## config.mk

```make
export PLATFORM = sky130hd
export DESIGN_NAME = tlk_link_err_monitor
export DESIGN_NICKNAME = d
export VERILOG_FILES = /design/src/rtl/tlk_link_err_monitor.sv
export SDC_FILE = /design/constraint.sdc
export NUM_CORES = 1
export LEC_CHECK = 0
export CAP_MARGIN = 20
export CORE_MARGIN = 2
export CORE_UTILIZATION = 50
export DETAILED_ROUTE_END_ITERATION = 7
export MAX_ROUTING_LAYER = met4
export PLACE_DENSITY_LB_ADDON = 0.15
export SLEW_MARGIN = 20
export SYNTH_ARGS = -nofsm -noshare
export SYNTH_HDL_FRONTEND = slang
export SYNTH_SLANG_ARGS = --single-unit
```

## constraint.sdc

```tcl
create_clock -name clk -period 3.3 [get_ports clk]
set_input_delay 0.66 -clock clk [delete_from_list [all_inputs] [get_ports clk]]
set_output_delay 0.66 -clock clk [all_outputs]
set_load 0.005 [all_outputs]
```

## src/rtl/tlk_link_err_monitor.sv

```systemverilog
// tlk_link_err_monitor: per-lane TLK2711 receive word classifier, lock FSM and windowed error reporter
module tlk_link_err_monitor #(
  parameter int LOCK_WORDS = 16,
  parameter int WINDOW     = 1024,
  parameter int ERR_THRESH = 4,
  parameter int CNT_W      = 16
) (
  input  logic             clk,
  input  logic             reset,
  input  logic             enable,
  input  logic [15:0]      rx_data,
  input  logic             rx_klsb,
  input  logic             rx_kmsb,
  output logic             err_flag,
  output logic             send_err,
  output logic [1:0]       link_state,
  output logic [CNT_W-1:0] err_count
);
  localparam int WW = $clog2(WINDOW);
  localparam int EW = $clog2(ERR_THRESH + 1);
  typedef enum logic [1:0] {DOWN = 2'b00, ACQ = 2'b01, UP = 2'b10} state_t;
  state_t state_q, state_d;
  logic [WW-1:0] win_q, win_d;
  logic [15:0] good_q, good_d;
  logic [EW-1:0] werr_q, werr_d;
  logic flag_q, flag_d, send_q, send_d;
  logic [CNT_W-1:0] cnt_q, cnt_d;
  logic is_idle, is_err, at_end;
  assign is_idle = rx_klsb & ~rx_kmsb & (rx_data == 16'hC5BC);
  assign is_err  = ~(is_idle | (~rx_klsb & ~rx_kmsb));
  assign at_end  = win_q == WW'(WINDOW - 1);
  always_comb begin
    state_d = state_q;
    good_d  = good_q;
    werr_d  = werr_q;
    win_d   = win_q;
    flag_d  = flag_q;
    send_d  = 1'b0;
    cnt_d   = cnt_q;
    if (enable) begin
      cnt_d = (is_err && cnt_q != '1) ? cnt_q + 1'b1 : cnt_q;
      case (state_q)
        DOWN: if (is_idle) begin
          state_d = ACQ;
          good_d  = 16'd1;
        end
        ACQ: if (is_err) begin
          state_d = DOWN;
          good_d  = '0;
        end else begin
          good_d  = good_q + 16'd1;
          state_d = (good_d == 16'(LOCK_WORDS)) ? UP : ACQ;
        end
        UP: if (is_err) begin
          werr_d  = (werr_q == EW'(ERR_THRESH)) ? werr_q : werr_q + 1'b1;
          state_d = (werr_q >= EW'(ERR_THRESH - 1)) ? DOWN : UP;
        end
        default: state_d = DOWN;
      endcase
      win_d = at_end ? '0 : win_q + 1'b1;
      // the boundary report sees this edge's state change and error before win_errs clears
      if (at_end) begin
        send_d = 1'b1;
        flag_d = (state_d != UP) || (werr_d != '0);
        werr_d = '0;
      end
    end else begin
      state_d = DOWN;
      good_d  = '0;
      werr_d  = '0;
      win_d   = '0;
    end
  end
  always_ff @(posedge clk) begin
    if (reset) begin
      state_q <= DOWN;
      win_q   <= '0;
      good_q  <= '0;
      werr_q  <= '0;
      flag_q  <= 1'b1;
      send_q  <= 1'b0;
      cnt_q   <= '0;
    end else begin
      state_q <= state_d;
      win_q   <= win_d;
      good_q  <= good_d;
      werr_q  <= werr_d;
      flag_q  <= flag_d;
      send_q  <= send_d;
      cnt_q   <= cnt_d;
    end
  end
  assign err_flag   = flag_q;
  assign send_err   = send_q;
  assign link_state = state_q;
  assign err_count  = cnt_q;
endmodule

```

# --- After elaboration in Yosys (flattened, before gate mapping) ---
# Cells that the tools add are included.
classes:
  eq_ne: 9
  muxes: 15
  reduce_logical: 10
  bitwise: 8
  n_addsub: 4
  magnitude_cmp: 1
op_table:
  columns: ["op", "n"]
  rows:
  - ["adder 16 x 1 -> 16 bit, second input constant", 2]
  - ["2-to-1 mux 16 bit", 2]
  - ["one-hot mux 16 bit (2 select lines)", 1]
  - ["== test 16 bit, second input constant", 1]
  - ["== test 16 x 5 -> 1 bit, second input constant", 1]
  - ["inequality test 16 bit, second input constant", 1]
  - ["2-to-1 mux 2 bit", 6]
  - ["2-to-1 mux 3 bit", 4]
  - ["adder 10 x 1 -> 10 bit, second input constant", 1]
  - ["== test 10 bit, second input constant", 1]
  - ["one-hot mux 2 bit (3 select lines)", 1]
  - ["AND reduction 2 bit", 3]
  - ["inequality test 2 bit, second input constant", 2]
  - ["NOT 1 bit", 4]
  - ["adder 3 x 1 -> 3 bit, second input constant", 1]
  - ["bitwise AND 1 bit", 3]
  - ["== test 3 bit, second input constant", 1]
  - ["greater-or-equal comparator 3 x 2 -> 1 bit, second input constant", 1]
  - ["nonzero test 3 bit", 1]
  - ["OR reduction 3 bit", 1]
  - ["== test 2 x 1 -> 1 bit, second input constant", 1]
  - ["== test 2 bit, second input constant", 1]
  - ["logical NOT 2 bit", 1]
  - ["nonzero test 2 bit", 1]
  - ["5 further kinds", 5]
word_totals:
  in_bits: 21
  out_inout_bits: 20
  regBits: 49
  wordCells: 54

# --- Logic depth before layout (Yosys ltp) ---
# Gate-level depths: netlist of run 1.
depth:
  depth_word: 9
  ltp_mapped: 7
  depth_no_buf: 7

# --- Worst setup path before layout of run 1 ---
# OpenSTA, ideal clock, no wires.
synth_timing:
  path_type: "input -> register"
  startpoint: "in rx_data[1]"
  endpoint: "reg cnt_q[15], in the netlist err_count[15]"
  t_arrival_ps: 1804
  path_buffers: 0
  setup_ps: 128
  cell_stages: 6
  path_slack_ps: 1369
  path_cell_list: "nor4b_2 -> nand3b_1 -> o2111ai_2 -> nor3_1 -> xnor2_1 -> nor2_1"
synth_via:
  elab_chain_len: 6
synth_rtl:
  columns: ["element", "line_no", "rtl"]
  rows:
  - ["start, declared", "11", "input logic [15:0] rx_data,"]
  - ["== test 16 bit", "29", "assign is_idle = rx_klsb & ~rx_kmsb & (rx_data == 16'hC5BC);"]
  - ["bitwise AND 1 bit", "29", null]
  - ["bitwise OR 1 bit", "30", "assign is_err = ~(is_idle | (~rx_klsb & ~rx_kmsb));"]
  - ["NOT 1 bit", "30", null]
  - ["logical AND 1 bit", "41", "cnt_d = (is_err && cnt_q != '1) ? cnt_q + 1'b1 : cnt_q;"]
  - ["AND reduction 2 bit (no line)", null, null]
  - ["end signal, assigned", "90", "cnt_q <= cnt_d;"]
  - ["end, declared", "27", "logic [CNT_W-1:0] cnt_q, cnt_d;"]
# Every way passes these cells.
# A chain may end at the register's enable or synchronous reset.

# --- Final worst setup path of run 1 ---
layout_timing:
  startpoint: "in rx_data[1]"
  endpoint: "reg good_q[12]"
layout_via:
  elab_chain_len: 5
layout_rtl:
  columns: ["element", "line_no", "rtl"]
  rows:
  - ["== test 16 bit (*)", "29", null]
  - ["bitwise AND 1 bit (*)", "29", null]
  - ["bitwise OR 1 bit", "30", null]
  - ["2-to-1 mux 16 bit", "47", "ACQ: if (is_err) begin"]
  - ["one-hot mux 16 bit (2 select lines)", "42", "case (state_q)"]
  - ["end signal, assigned", "86", "good_q <= good_d;"]
  - ["end, declared", "24", "logic [15:0] good_q, good_d;"]
# Mark *: on every way between the ends. The rest lies on a longest branch, timed or not.

==> results.cfg, run 1 <==
[worst_setup_path]
r2r-start = good_q[0]
critPathLaunchType = primary input
startpoint = rx_data[1]
crit_type = in2reg
r2r-end = err_flag
cp.required_ns = 3.54
ff2ff_setup_slack_ns = 1.10
arrival_ns = 2.50
rr_worst_depth = 7
crit_fanout = 18
critPathCaptureType = register

[route]
first_pass_iters = 4
drtIter0Drc = 78
finalWirelength_mm = 6.19
wl_per_cell_um = 14.1
viasPerCell = 5.53
num_vias = 2432
ant_nets = 0
drc_errors = 0

[layout]
area_growth_pct = 19.2
fillCellCount = 508
finalNonFillerCells = 440
regArea_um2 = 981
nets = 395
final_layout_size_suffix_gt1_frac = 0.106
final_common_cell = nor2_1
multi_input_comb_area_um2 = 1750
fin_util = 0.614
antenna_cells = 0
most-common-layout-cells = 53 x nor2_1, 49 x dfxtp_1, 40 x clkdlybuf4s50_1, 21 x xnor2_1, 19 x a21oi_1

[die]
rows = 27
io_pins = 41
dieArea_um2 = 6290
core_area_um2 = 5510
chipHeight_um = 79.3
initial_utilization = 0.515
die_x_um = 79.3

[timing]
max_freq_mhz = 443
worst_pin_slew_ns = 0.807
drv_slew = 0
final-setup-viol-count = 0
finalCritPeriodShare = 0.685
slew_headroom = 0.458
hold_ws_ns = 0.485
post-route-min-period_ns = 2.26
clock_skew_ns = 0.00428
final_hold_viol_count = 0
rsz0062_at_grt = false
tns_ns = 0

[logic_synthesis]
ys_seq_elements = 49
synth_edf_count = 0
synthCells = 332
yosysSeqAreaShare = 0.346
ys.flop_type = dfxtp_1
ys_types = 61
yosys_warnings = 0
synthTopCellsByArea = dfxtp_1 35%, nor2_1 7.0%, xnor2_1 6.5%, a21oi_1 3.4%, o21ai_0 3.4%
synth_top_area_cell = dfxtp_1
netlist.area_leader.share = 0.346
netlist_area_um2 = 2840
syn_nets = 360
synthArstFlopShare = 0
avgSynthCellArea_um2 = 8.54

[global_routing]
grt_pass1_vias = 2251
grt_first_pass_wirelength_mm = 10.6
use_met1 = 0.282
gr-usage-met3 = 0.0375
grt_overflow = 0
grt_max_degree = 20
grtUsageTotal = 0.215
use_met2 = 0.347
antenna_found_initial = 0
top_usage_layer = met2

[worst_hold_path]
holdPathStages = 1
hold_end = win_q[0]
hp-class = reg2reg
min_from = win_q[0]

[status]
status = complete, no violations

[power_and_ir_drop]
p_int_mw = 0.857
p_leak_nw = 1.12
powerDensity_nw_per_um2 = 324
swShare = 0.219
comb_power_share = 0.054
p_clk_frac = 0.400
max-vdd-ir-drop_uv = 218
sequentialPowerShare = 0.546
switchingPower_mw = 0.240

[clock_network]
cts_hold_buffers = 0
cts.sinks = 49
htreeDepth = 2
clk_latency_ns = 0.30
tritoncts = done
cts_root_buffer = clkbuf_8
path_clk_slew_ns = 0.09
clock_path_buffers = 2
cts_buffers = 5
cts_resized = 0
post_cts_buffers = 0

[job]
timing.max_cap.violations = 0

[place]
dp_hpwl_mm = 4.42
place_congestion = 0.828
numPlacedInstances = 432
io_buffers = 40
## Yosys cell counts, drive strengths merged (5+ instances only)
| master | number |
|---|---|
| inv | 7 |
| or3 | 6 |
| nand3 | 14 |
| a21oi | 20 |
| nor3 | 13 |
| nand4 | 9 |
| o21ai | 21 |
| nand2 | 17 |
| xnor2 | 21 |
| xor2 | 8 |
| and4 | 5 |
| dfxtp | 49 |
| a31oi | 5 |
| nor2 | 54 |
| clkbuf | 6 |
| and3 | 8 |
| ha | 7 |
| buf | 9 |
## through the flow
step,power (mW),area (um^2),worst slack (ns)
6_report,1.10,3380,1.04
5_1_grt,1.14,3380,0.886
4_1_cts,1.11,3380,1.03
3_5_place_dp,0.671,3270,0.713
3_3_place_gp,0.670,3270,0.739
2_1_floorplan,0.634,2840,1.37
## how the worst max path moves through the flow
stage | slack, ns | cells past startpoint | endpoint
4_1_cts | 1.03 | 6 | good_q[12]
3_3_place_gp | 0.74 | 6 | good_q[12]
3_5_place_dp | 0.71 | 7 | err_count[15]
2_1_floorplan | 1.37 | 6 | err_count[15]
6_report | 1.04 | 6 | good_q[12]
5_1_grt | 0.89 | 7 | err_count[4]
## power groups by stage
stage	combinational (mW)	sequential (mW)	clock (mW)
finish	0.0590	0.599	0.439
global route	0.0640	0.600	0.474
CTS	0.0593	0.599	0.449
detailed placement	0.0589	0.613	0
global placement	0.0578	0.612	0
floorplan	0.0226	0.612	0
## kinds of logic (layout without fill, tap and decap cells)
logic type	after synthesis	after routing	synth area share
adder cells (fa/ha/maj)	7	7	0.0309
AO/OA/AOI/OAI	61	61	0.144
XOR/XNOR	29	29	0.0895
multiplexers	3	3	0.0110
buffers and inverters	22	58	0.0388
AND/OR/NAND/NOR	161	161	0.340
flip-flops	49	49	0.346
## final cells by class
class                      instances  share of cell area
tap                               72              0.0266
multi-input combinational        261               0.516
timing repair buffer              43               0.125
clock inverter                     3              0.0137
sequential                        49               0.290
inverter                           7             0.00777
clock buffer                       5              0.0204
## state kept, by name, indices dropped and copies added (netlist names)
signal,cells
err_count,16
err_flag,1
good_q,16
link_state,2
send_err,1
werr_q,3
win_q,10
## metal layers
metal | routed length [um] | part of all wire
met4 | 52 | 0.0084
met3 | 174 | 0.028
met2 | 3090 | 0.50
met1 | 2880 | 0.47
met5 | 0 | 0
## critical path: stages
cell             delay (ns)
clkdlybuf4s50_1        0.41
nor4b_2                0.32
and3b_1                0.29
a31oi_4                0.23
or4_1                  0.45
a21oi_1                0.14
Note: power is estimated with default switching activity, not from simulation.
==> run 2, diff against run 1 <==
- clock period: 3.3 -> 2.2 ns (I/O delays scaled with it)
==> results.cfg, run 2 (synthesis gave the netlist of run 1 again) <==
[layout]
final_layout_size_suffix_gt1_frac = 0.155
antenna_cells = 0
final_cell_area_um2 = 3560
nets = 414
area_growth_pct = 25.4
finalNonFillerCells = 459
fillCellCount = 480
most-common-layout-cells = 53 x nor2_1, 47 x dfxtp_1, 40 x clkdlybuf4s50_1, 21 x xnor2_1, 21 x buf_4
final_common_cell = nor2_1

[global_routing]
grtUsageTotal = 0.217
grt_first_pass_wirelength_mm = 10.7
grt_max_degree = 19
grt_pass1_vias = 2411
antenna_found_initial = 0
grt_overflow = 0

[timing]
clock_skew_ns = 0.00500
post-route-min-period_ns = 1.99
max_freq_mhz = 501
final_hold_viol_count = 0
drv_slew = 0
final-setup-viol-count = 0
fin_ws_ns = 0.205
rsz0062_at_grt = false
finalCritPeriodShare = 0.907
worst_pin_slew_ns = 0.401
slew_headroom = 0.730

[route]
first_pass_iters = 4
finalWirelength_mm = 6.32
ant_nets = 0
drc_errors = 0
num_vias = 2555
wl_per_cell_um = 13.8
drtIter0Drc = 74
viasPerCell = 5.57

[place]
place_ws_ns = -0.114
place_congestion = 0.823
placed_area_um2 = 3420
numPlacedInstances = 451
dp_hpwl_mm = 4.63
io_buffers = 40

[worst_setup_path]
path_cells = nand4_1, nor4_2, xor2_1, a211oi_1, buf_4, a31o_1, a41oi_2
crit_type = reg2reg
slowest_stage = dfxtp_1
critPathLaunchType = register
arrival_ns = 2.18
critPathTopFamily = simple AND/OR/NAND/NOR gates
rr_worst_depth = 7
crit_buf_inv = 1
crit_fanout = 8
ff2ff_setup_slack_ns = 0.21
critPathCaptureType = register
cp.depth = 7
cp.required_ns = 2.38
slowest_delay_ns = 0.44

[clock_network]
htreeDepth = 2
cts_root_buffer = clkbuf_8
tritoncts = done
cts_hold_buffers = 0
path_clk_slew_ns = 0.09
cts_buffers = 5
clk_latency_ns = 0.30
cts_resized = 0
post_cts_buffers = 0
cts.sinks = 49
clock_path_buffers = 2

[die]
dieArea_um2 = 6290
die_x_um = 79.3
rows = 27
chipHeight_um = 79.3
core_area_um2 = 5510
initial_utilization = 0.515
io_pins = 41

[worst_hold_path]
hp-class = reg2reg
holdPathStages = 1

[power_and_ir_drop]
p_leak_nw = 1.23
total_power_mw = 1.75
powerDensity_nw_per_um2 = 491
max-vdd-ir-drop_uv = 345

[job]
timing.max_cap.violations = 0

[status]
status = complete, no violations
[run 2: power breakdown]
part | switching [mW] | leakage, nW | internal [mW]
clock | 0.304 | 0.0681 | 0.452
sequential | 0.00630 | 0.396 | 0.891
combinational | 0.0364 | 0.770 | 0.0559
total | 0.347 | 1.23 | 1.40
[run 2: final cells by class]
class	instances	area [um^2]	share of cell area
clock buffer	5	68.8	0.0193
clock inverter	3	65.1	0.0183
inverter	7	26.3	0.00739
multi-input combinational	261	1750	0.491
sequential	49	983	0.276
tap	72	90.1	0.0253
timing repair buffer	62	578	0.163
[run 2: worst paths after layout]
| kind | from | endpoint |
|---|---|---|
| max | good_q[9] | err_flag |
| min | win_q[0] | win_q[0] |
| max reg2reg | good_q[9] | err_flag |
| min reg2reg | win_q[0] | win_q[0] |
[run 2: per-stage QoR]
stage | util | hold WS (ns) | setup TNS, ns
global placement | 0.621 | 0.466 | -0.596
detailed placement | 0.621 | 0.473 | -1.45
floorplan | - | 0.441 | 0
CTS | 0.646 | 0.497 | 0
finish | 0.646 | 0.493 | 0
global route | 0.646 | 0.542 | 0
[run 2: worst register-to-register path: stages, from the launching register on]
cell	delay, ns
dfxtp_1	0.44
nand4_1	0.20
nor4_2	0.37
xor2_1	0.14
a211oi_1	0.32
buf_4	0.18
a31o_1	0.15
a41oi_2	0.08
[run 2: metal layers]
layer	global-route usage	vias up	part of all wire
met2	0.375	35	0.50
met3	0.0375	9	0.025
met5	-	-	0
met4	0.0569	0	0.013
li1	-	1300	-
met1	0.263	1211	0.47
